[src/rtl/hidden_delta_sequencer.sv]
// Hidden-layer backprop delta sequencer: one shared multiplier walks j/k over serial weight reads.
// Optional HIDDEN_DELTA_SAT_EN: saturating accumulator and delta0 clamp instead of wrap/truncate.
module hidden_delta_sequencer #(
    parameter int N_HID = 5,
    parameter int N_OUT = 3,
    parameter int DW    = 10,
    parameter int FRAC  = 8,
    parameter int ACC_W = 24,
    parameter int AW    = 4
) (
    input  logic                  clk,
    input  logic                  rst_n,
    input  logic                  start,
    output logic                  busy,
    output logic                  done,
    input  logic [N_OUT*DW-1:0]   delta1_mag,
    input  logic [N_OUT-1:0]      delta1_sign,
    input  logic [N_HID*DW-1:0]   out0_cal,
    output logic [AW-1:0]         w_addr,
    output logic                  w_rd,
    input  logic [DW-1:0]         w_rdata,
    output logic [N_HID*DW-1:0]   delta0,
    output logic [N_HID-1:0]      sign0,
    output logic                  d_we,
    output logic [2:0]            d_idx
);
    localparam int PW = 2*DW + 1;
    localparam int MW = ACC_W + DW + 1;
    localparam int KW = (N_OUT > 1) ? $clog2(N_OUT) : 1;

    typedef enum logic [2:0] {S_IDLE, S_FETCH, S_MAC, S_SCALE, S_WRITE, S_DONE} state_t;

    state_t                    state_q, state_d;
    logic [2:0]                j_q, j_d;
    logic [KW-1:0]             k_q, k_d;
    logic signed [ACC_W-1:0]   acc_q, acc_d;
    logic [N_OUT*DW-1:0]       mag_q;
    logic [N_OUT-1:0]          sgn_q;
    logic [N_HID*DW-1:0]       cal_q;
    logic [N_HID*DW-1:0]       delta0_q;
    logic [N_HID-1:0]          sign0_q;

    // MAC datapath: signed weight times unsigned magnitude, sign applied before the shift
    logic [DW-1:0]             mag_k;
    logic signed [PW-1:0]      prod, term_neg, term_sh;
    logic [ACC_W:0]            acc_sum;
    logic signed [ACC_W-1:0]   acc_next;

    assign mag_k    = mag_q[k_q*DW +: DW];
    assign prod     = PW'($signed(w_rdata)) * PW'($signed({1'b0, mag_k}));
    assign term_neg = sgn_q[k_q] ? -prod : prod;
    assign term_sh  = term_neg >>> FRAC;
    assign acc_sum  = {acc_q[ACC_W-1], acc_q} + {{(ACC_W+1-PW){term_sh[PW-1]}}, term_sh};

`ifdef HIDDEN_DELTA_SAT_EN
    always_comb begin
        acc_next = acc_sum[ACC_W-1:0];
        if (acc_sum[ACC_W] != acc_sum[ACC_W-1])
            acc_next = acc_sum[ACC_W] ? {1'b1, {(ACC_W-1){1'b0}}} : {1'b0, {(ACC_W-1){1'b1}}};
    end
`else
    logic unused_carry;
    assign unused_carry = acc_sum[ACC_W];
    assign acc_next     = acc_sum[ACC_W-1:0];
`endif

    // Scale stage: r = (acc * out0_cal[j]) >>> FRAC, then magnitude/sign split
    logic [DW-1:0]             cal_j;
    logic signed [MW-1:0]      sprod, r;
    logic [MW-1:0]             r_abs;
    logic [DW-1:0]             r_mag;

    assign cal_j = cal_q[j_q*DW +: DW];
    assign sprod = MW'($signed(acc_q)) * MW'($signed({1'b0, cal_j}));
    assign r     = sprod >>> FRAC;
    assign r_abs = r[MW-1] ? MW'(-r) : MW'(r);

`ifdef HIDDEN_DELTA_SAT_EN
    assign r_mag = (|r_abs[MW-1:DW]) ? {DW{1'b1}} : r_abs[DW-1:0];
`else
    logic unused_hi;
    assign unused_hi = ^r_abs[MW-1:DW];
    assign r_mag     = r_abs[DW-1:0];
`endif

    always_comb begin
        state_d = state_q;
        j_d     = j_q;
        k_d     = k_q;
        acc_d   = acc_q;
        busy    = 1'b0;
        done    = 1'b0;
        w_rd    = 1'b0;
        w_addr  = '0;
        d_we    = 1'b0;
        d_idx   = 3'd0;
        case (state_q)
            S_IDLE: begin
                if (start) begin
                    state_d = S_FETCH;
                    j_d     = 3'd0;
                end
            end
            S_FETCH: begin
                busy    = 1'b1;
                w_rd    = 1'b1;
                w_addr  = AW'(int'(j_q) * N_OUT);
                acc_d   = '0;
                k_d     = '0;
                state_d = S_MAC;
            end
            S_MAC: begin
                busy  = 1'b1;
                acc_d = acc_next;
                if (k_q == KW'(N_OUT-1)) begin
                    state_d = S_SCALE;
                end else begin
                    w_rd   = 1'b1;
                    w_addr = AW'(int'(j_q) * N_OUT + int'(k_q) + 1);
                    k_d    = k_q + 1'b1;
                end
            end
            S_SCALE: begin
                busy    = 1'b1;
                state_d = S_WRITE;
            end
            S_WRITE: begin
                busy  = 1'b1;
                d_we  = 1'b1;
                d_idx = j_q;
                if (j_q == 3'(N_HID-1)) begin
                    state_d = S_DONE;
                end else begin
                    j_d     = j_q + 1'b1;
                    state_d = S_FETCH;
                end
            end
            S_DONE: begin
                done    = 1'b1;
                state_d = S_IDLE;
            end
            default: state_d = S_IDLE;
        endcase
    end

    // Result lands at the end of SCALE so delta0[j] is already valid while d_we is high
    always_ff @(posedge clk or negedge rst_n) begin
        if (!rst_n) begin
            state_q  <= S_IDLE;
            j_q      <= '0;
            k_q      <= '0;
            acc_q    <= '0;
            mag_q    <= '0;
            sgn_q    <= '0;
            cal_q    <= '0;
            delta0_q <= '0;
            sign0_q  <= '0;
        end else begin
            state_q <= state_d;
            j_q     <= j_d;
            k_q     <= k_d;
            acc_q   <= acc_d;
            if (state_q == S_IDLE && start) begin
                mag_q <= delta1_mag;
                sgn_q <= delta1_sign;
                cal_q <= out0_cal;
            end
            if (state_q == S_SCALE) begin
                delta0_q[j_q*DW +: DW] <= r_mag;
                sign0_q[j_q]           <= r[MW-1];
            end
        end
    end

    assign delta0 = delta0_q;
    assign sign0  = sign0_q;
endmodule

[config.mk]
export PLATFORM = sky130hd
export DESIGN_NAME = hidden_delta_sequencer
export DESIGN_NICKNAME = d
export VERILOG_FILES = /design/src/rtl/hidden_delta_sequencer.sv
export SDC_FILE = /design/constraint.sdc
export NUM_CORES = 1
export LEC_CHECK = 0
export CAP_MARGIN = 5
export CORE_UTILIZATION = 55
export DETAILED_ROUTE_END_ITERATION = 12
export GPL_TIMING_DRIVEN = 0
export PLACE_DENSITY = 0.85
export SLEW_MARGIN = 10
export SYNTH_ARGS = -nofsm -noshare
export SYNTH_HDL_FRONTEND = slang
export SYNTH_SLANG_ARGS = --single-unit
[constraint.sdc]
create_clock -name clk -period 12.9 [get_ports clk]
set_input_delay 1.29 -clock clk [delete_from_list [all_inputs] [get_ports clk]]
set_output_delay 1.29 -clock clk [all_outputs]
set_load 0.01 [all_outputs]
==> results.md <==
* Status: finished, final reports clean
* Hold Vio Cnt, Final at 0
* CP max stage cell: xnor2_1
* Die Ht at 203 um
* Io pins at 162
* Synth top area share at 0.247
* Post-layout min period at 11.38 ns
* Cells resized by post-CTS repair at 0
* Post-CTS Repair Setup Buffers at 0
* Syn_nets at 2935
* Cts hold-fix bufs at 0
* Worst-Margin Slew at 1.20 ns
* Via count at 18.5k
* Final setup fails at 0
* Met2 Track Usage GR at 0.542
* Met3 Use GR at 0.0559
* Row Count at 73
* Most Used Layer, Global Route: met2
* Setup ws final at 1.52 ns
* Fraction of registers with async set/reset at 1.00
* Post-Syn Instances at 2384
* Syn Area/Cell at 9.30 sq um
* CTS buffer count at 17
* Routed Antenna Nets at 0
* Max Fclk at 87.9 MHz
* DRC viols at 0
* Clock H-tree levels at 4
* Synth Flop Type: dfrtp_1
* Area leader, netlist: fa_1
* Total iterations of the first detailed-routing run at 8
* GRT Total Usage at 0.313
* Share of layout cells above drive strength 1 at 0.0684
* Clock buffer depth at 2
* Critical path fanouts, max at 13
* Setup crit end kind: flip-flop
* Skew final at 0.0136 ns
* Port bufs at 155
* GPL Wtd Cong at 0.985
* Area of the multi-input gates at 16300 sq um
* Final slew viol count at 0
* Largest net degree at the start of global routing at 97
* Clock latency on the worst-skew pair at 0.46 ns
* Core ar. at 39700 sq um
* Rel. slew slack at 0.193
* Crit Path Class: reg2reg
* R2r worst-path depth at 35
* CP max stage delay at 0.99 ns
* First-pass GRT wire length at 102000 um
* Global route overflow at 0
* Met1 Resource Use GR at 0.367
* Post-synth EDFFs at 0
* Dpl hpwl at 50600 um
* Initial core utilization at 0.558
* Sink Count at 170
* Most instantiated cells after synthesis: inv_1 (330), nand2_1 (287), fa_1 (274), ha_1 (181), dfrtp_1 (170)
* Via-to-Cell Ratio at 5.97
* Layout Nets at 3110
* Die Area at 41100 sq um
* Worst EP required at 13.23 ns
* Sequential area share after synthesis at 0.192
* Area Overhead vs Synth at 12.7%
* Yosys warns at 0
* Final setup TNS at 0 ns
* Fillers at 3098
* Vias in the first global route at 19.9k
* DRT iter0 DRCs at 1512
* Antenna violations before repair at 0
* Yosys cell types at 90
* Reg clk slew, reported paths at 0.08 ns
* CTS Root Cell: clkbuf_16
* Pre-CTS WS at 1.70 ns
* Die W at 203 um
* Tcrit/Tclk final at 0.882
* RSZ-0062 raised after global routing: false
* Post-Route WL at 62900 um
* # diodes at 0
* Startpoint types: flip-flop
* Worst Path Arrival at 11.71 ns
* Post-Syn Area at 22200 sq um
* Most frequent cell after synthesis: inv_1
* Routed wire per std cell at 20.3 um
* Hold Crit Class: reg2reg
* Max Cap Viol at 0
* Hold path depth at 2
* Synth top area cells: fa_1 (25%), dfrtp_1 (19%), ha_1 (10%), inv_1 (5.6%), mux2_2 (5.0%)
* Register area at 4250 sq um
* CTS tree: done
* Number of synthesized register bits at 170
* Most frequent cell on the critical path: fa_1
[critical path, delay by kind of cell, from the launching register on]
family	cells	cell delay (ns)
compound gates	12	2.82
mux	1	0.19
xor+xnor	3	1.39
simple gates	6	1.96
flops	1	0.39
buf+inv	6	1.27
fa+ha+maj	7	3.20
[flip-flops by register name, summed over array words and instances, names as in the netlist]
register / cells
sgn_q: 3
cal_q: 50
j_q: 3
acc_q: 24
mag_q: 30
k_q: 2
delta0: 50
state_q: 3
sign0: 5
[layout by cell type, fill, tap and decap left out, types with 9 or more instances in the layout]
cell,Yosys,layout
a21oi_1,81,81
dfrtp_1,170,170
nor2_1,87,87
o31ai_1,15,15
xnor2_1,47,47
mux2i_1,17,17
or3_1,16,16
a31oi_1,27,27
clkbuf_16,0,17
a22o_1,10,10
xor2_1,27,27
nand2b_1,12,12
nor4_1,10,9
mux4_2,9,9
o21ai_1,14,14
nand2_1,287,287
inv_1,330,330
buf_1,11,11
fa_1,274,274
nor2b_1,121,121
nor3_1,35,35
mux2_2,98,98
nand3_1,43,43
ha_1,181,181
o21ai_0,66,66
and2_1,78,78
and3_1,18,18
a21o_1,21,21
or4_1,9,9
o21a_1,16,16
clkbuf_1,85,86
o211ai_1,19,19
clkdlybuf4s50_1,0,154
[layout make-up]
class,count,area share
clock inverter,14,0.00601
clock buffer,18,0.0172
buffer,99,0.0153
multi-input combinational,1785,0.652
tap,525,0.0263
timing repair buffer,156,0.0634
sequential,170,0.170
inverter,330,0.0496
[cell families after synthesis]
logic type | Yosys count | share of synthesized area
multiplexers | 124 | 0.0666
AO/OA/AOI/OAI | 379 | 0.119
adder cells (fa/ha/maj) | 455 | 0.350
flip-flops | 170 | 0.192
AND/OR/NAND/NOR | 752 | 0.170
XOR/XNOR | 75 | 0.0302
buffers and inverters | 429 | 0.0731
[routing by layer]
| metal | up-vias | wire length, um |
|---|---|---|
| met5 | - | 0 |
| met4 | 0 | 3610 |
| met3 | 232 | 4270 |
| met2 | 832 | 31300 |
| met1 | 9146 | 23700 |
| li1 | 8288 | - |
[worst paths after layout]
kind                                      start               endpoint  slack (ns)
min in group asynchronous                 rst_n  delta0[2]$_DFFE_PN0P_        0.84
max reg2reg                  k_q[1]$_DFFE_PN0P_  acc_q[23]$_DFFE_PN0P_        1.52
max in group asynchronous                 rst_n  mag_q[19]$_DFFE_PN0P_       11.20
max                          k_q[1]$_DFFE_PN0P_  acc_q[23]$_DFFE_PN0P_        1.52
min reg2reg                sign0[3]$_DFFE_PN0P_   sign0[3]$_DFFE_PN0P_        0.49
min                        sign0[3]$_DFFE_PN0P_   sign0[3]$_DFFE_PN0P_        0.49
[per-stage QoR]
| stage | util | hold WS (ns) | std cells | cell area (sq um) |
|---|---|---|---|---|
| 2_1_floorplan | - | 0.447 | 2384 | 22200 |
| 3_3_place_gp | 0.614 | 0.464 | 3064 | 24400 |
| 3_5_place_dp | 0.615 | 0.481 | 3065 | 24400 |
| 4_1_cts | 0.629 | 0.495 | 3097 | 25000 |
| 5_1_grt | 0.629 | 0.509 | 3097 | 25000 |
| 6_report | 0.629 | 0.491 | 3097 | 25000 |
Power is left out: the tool's default activity adds up to more than one toggle a clock period on the data nets, which glitch-free logic cannot reach.
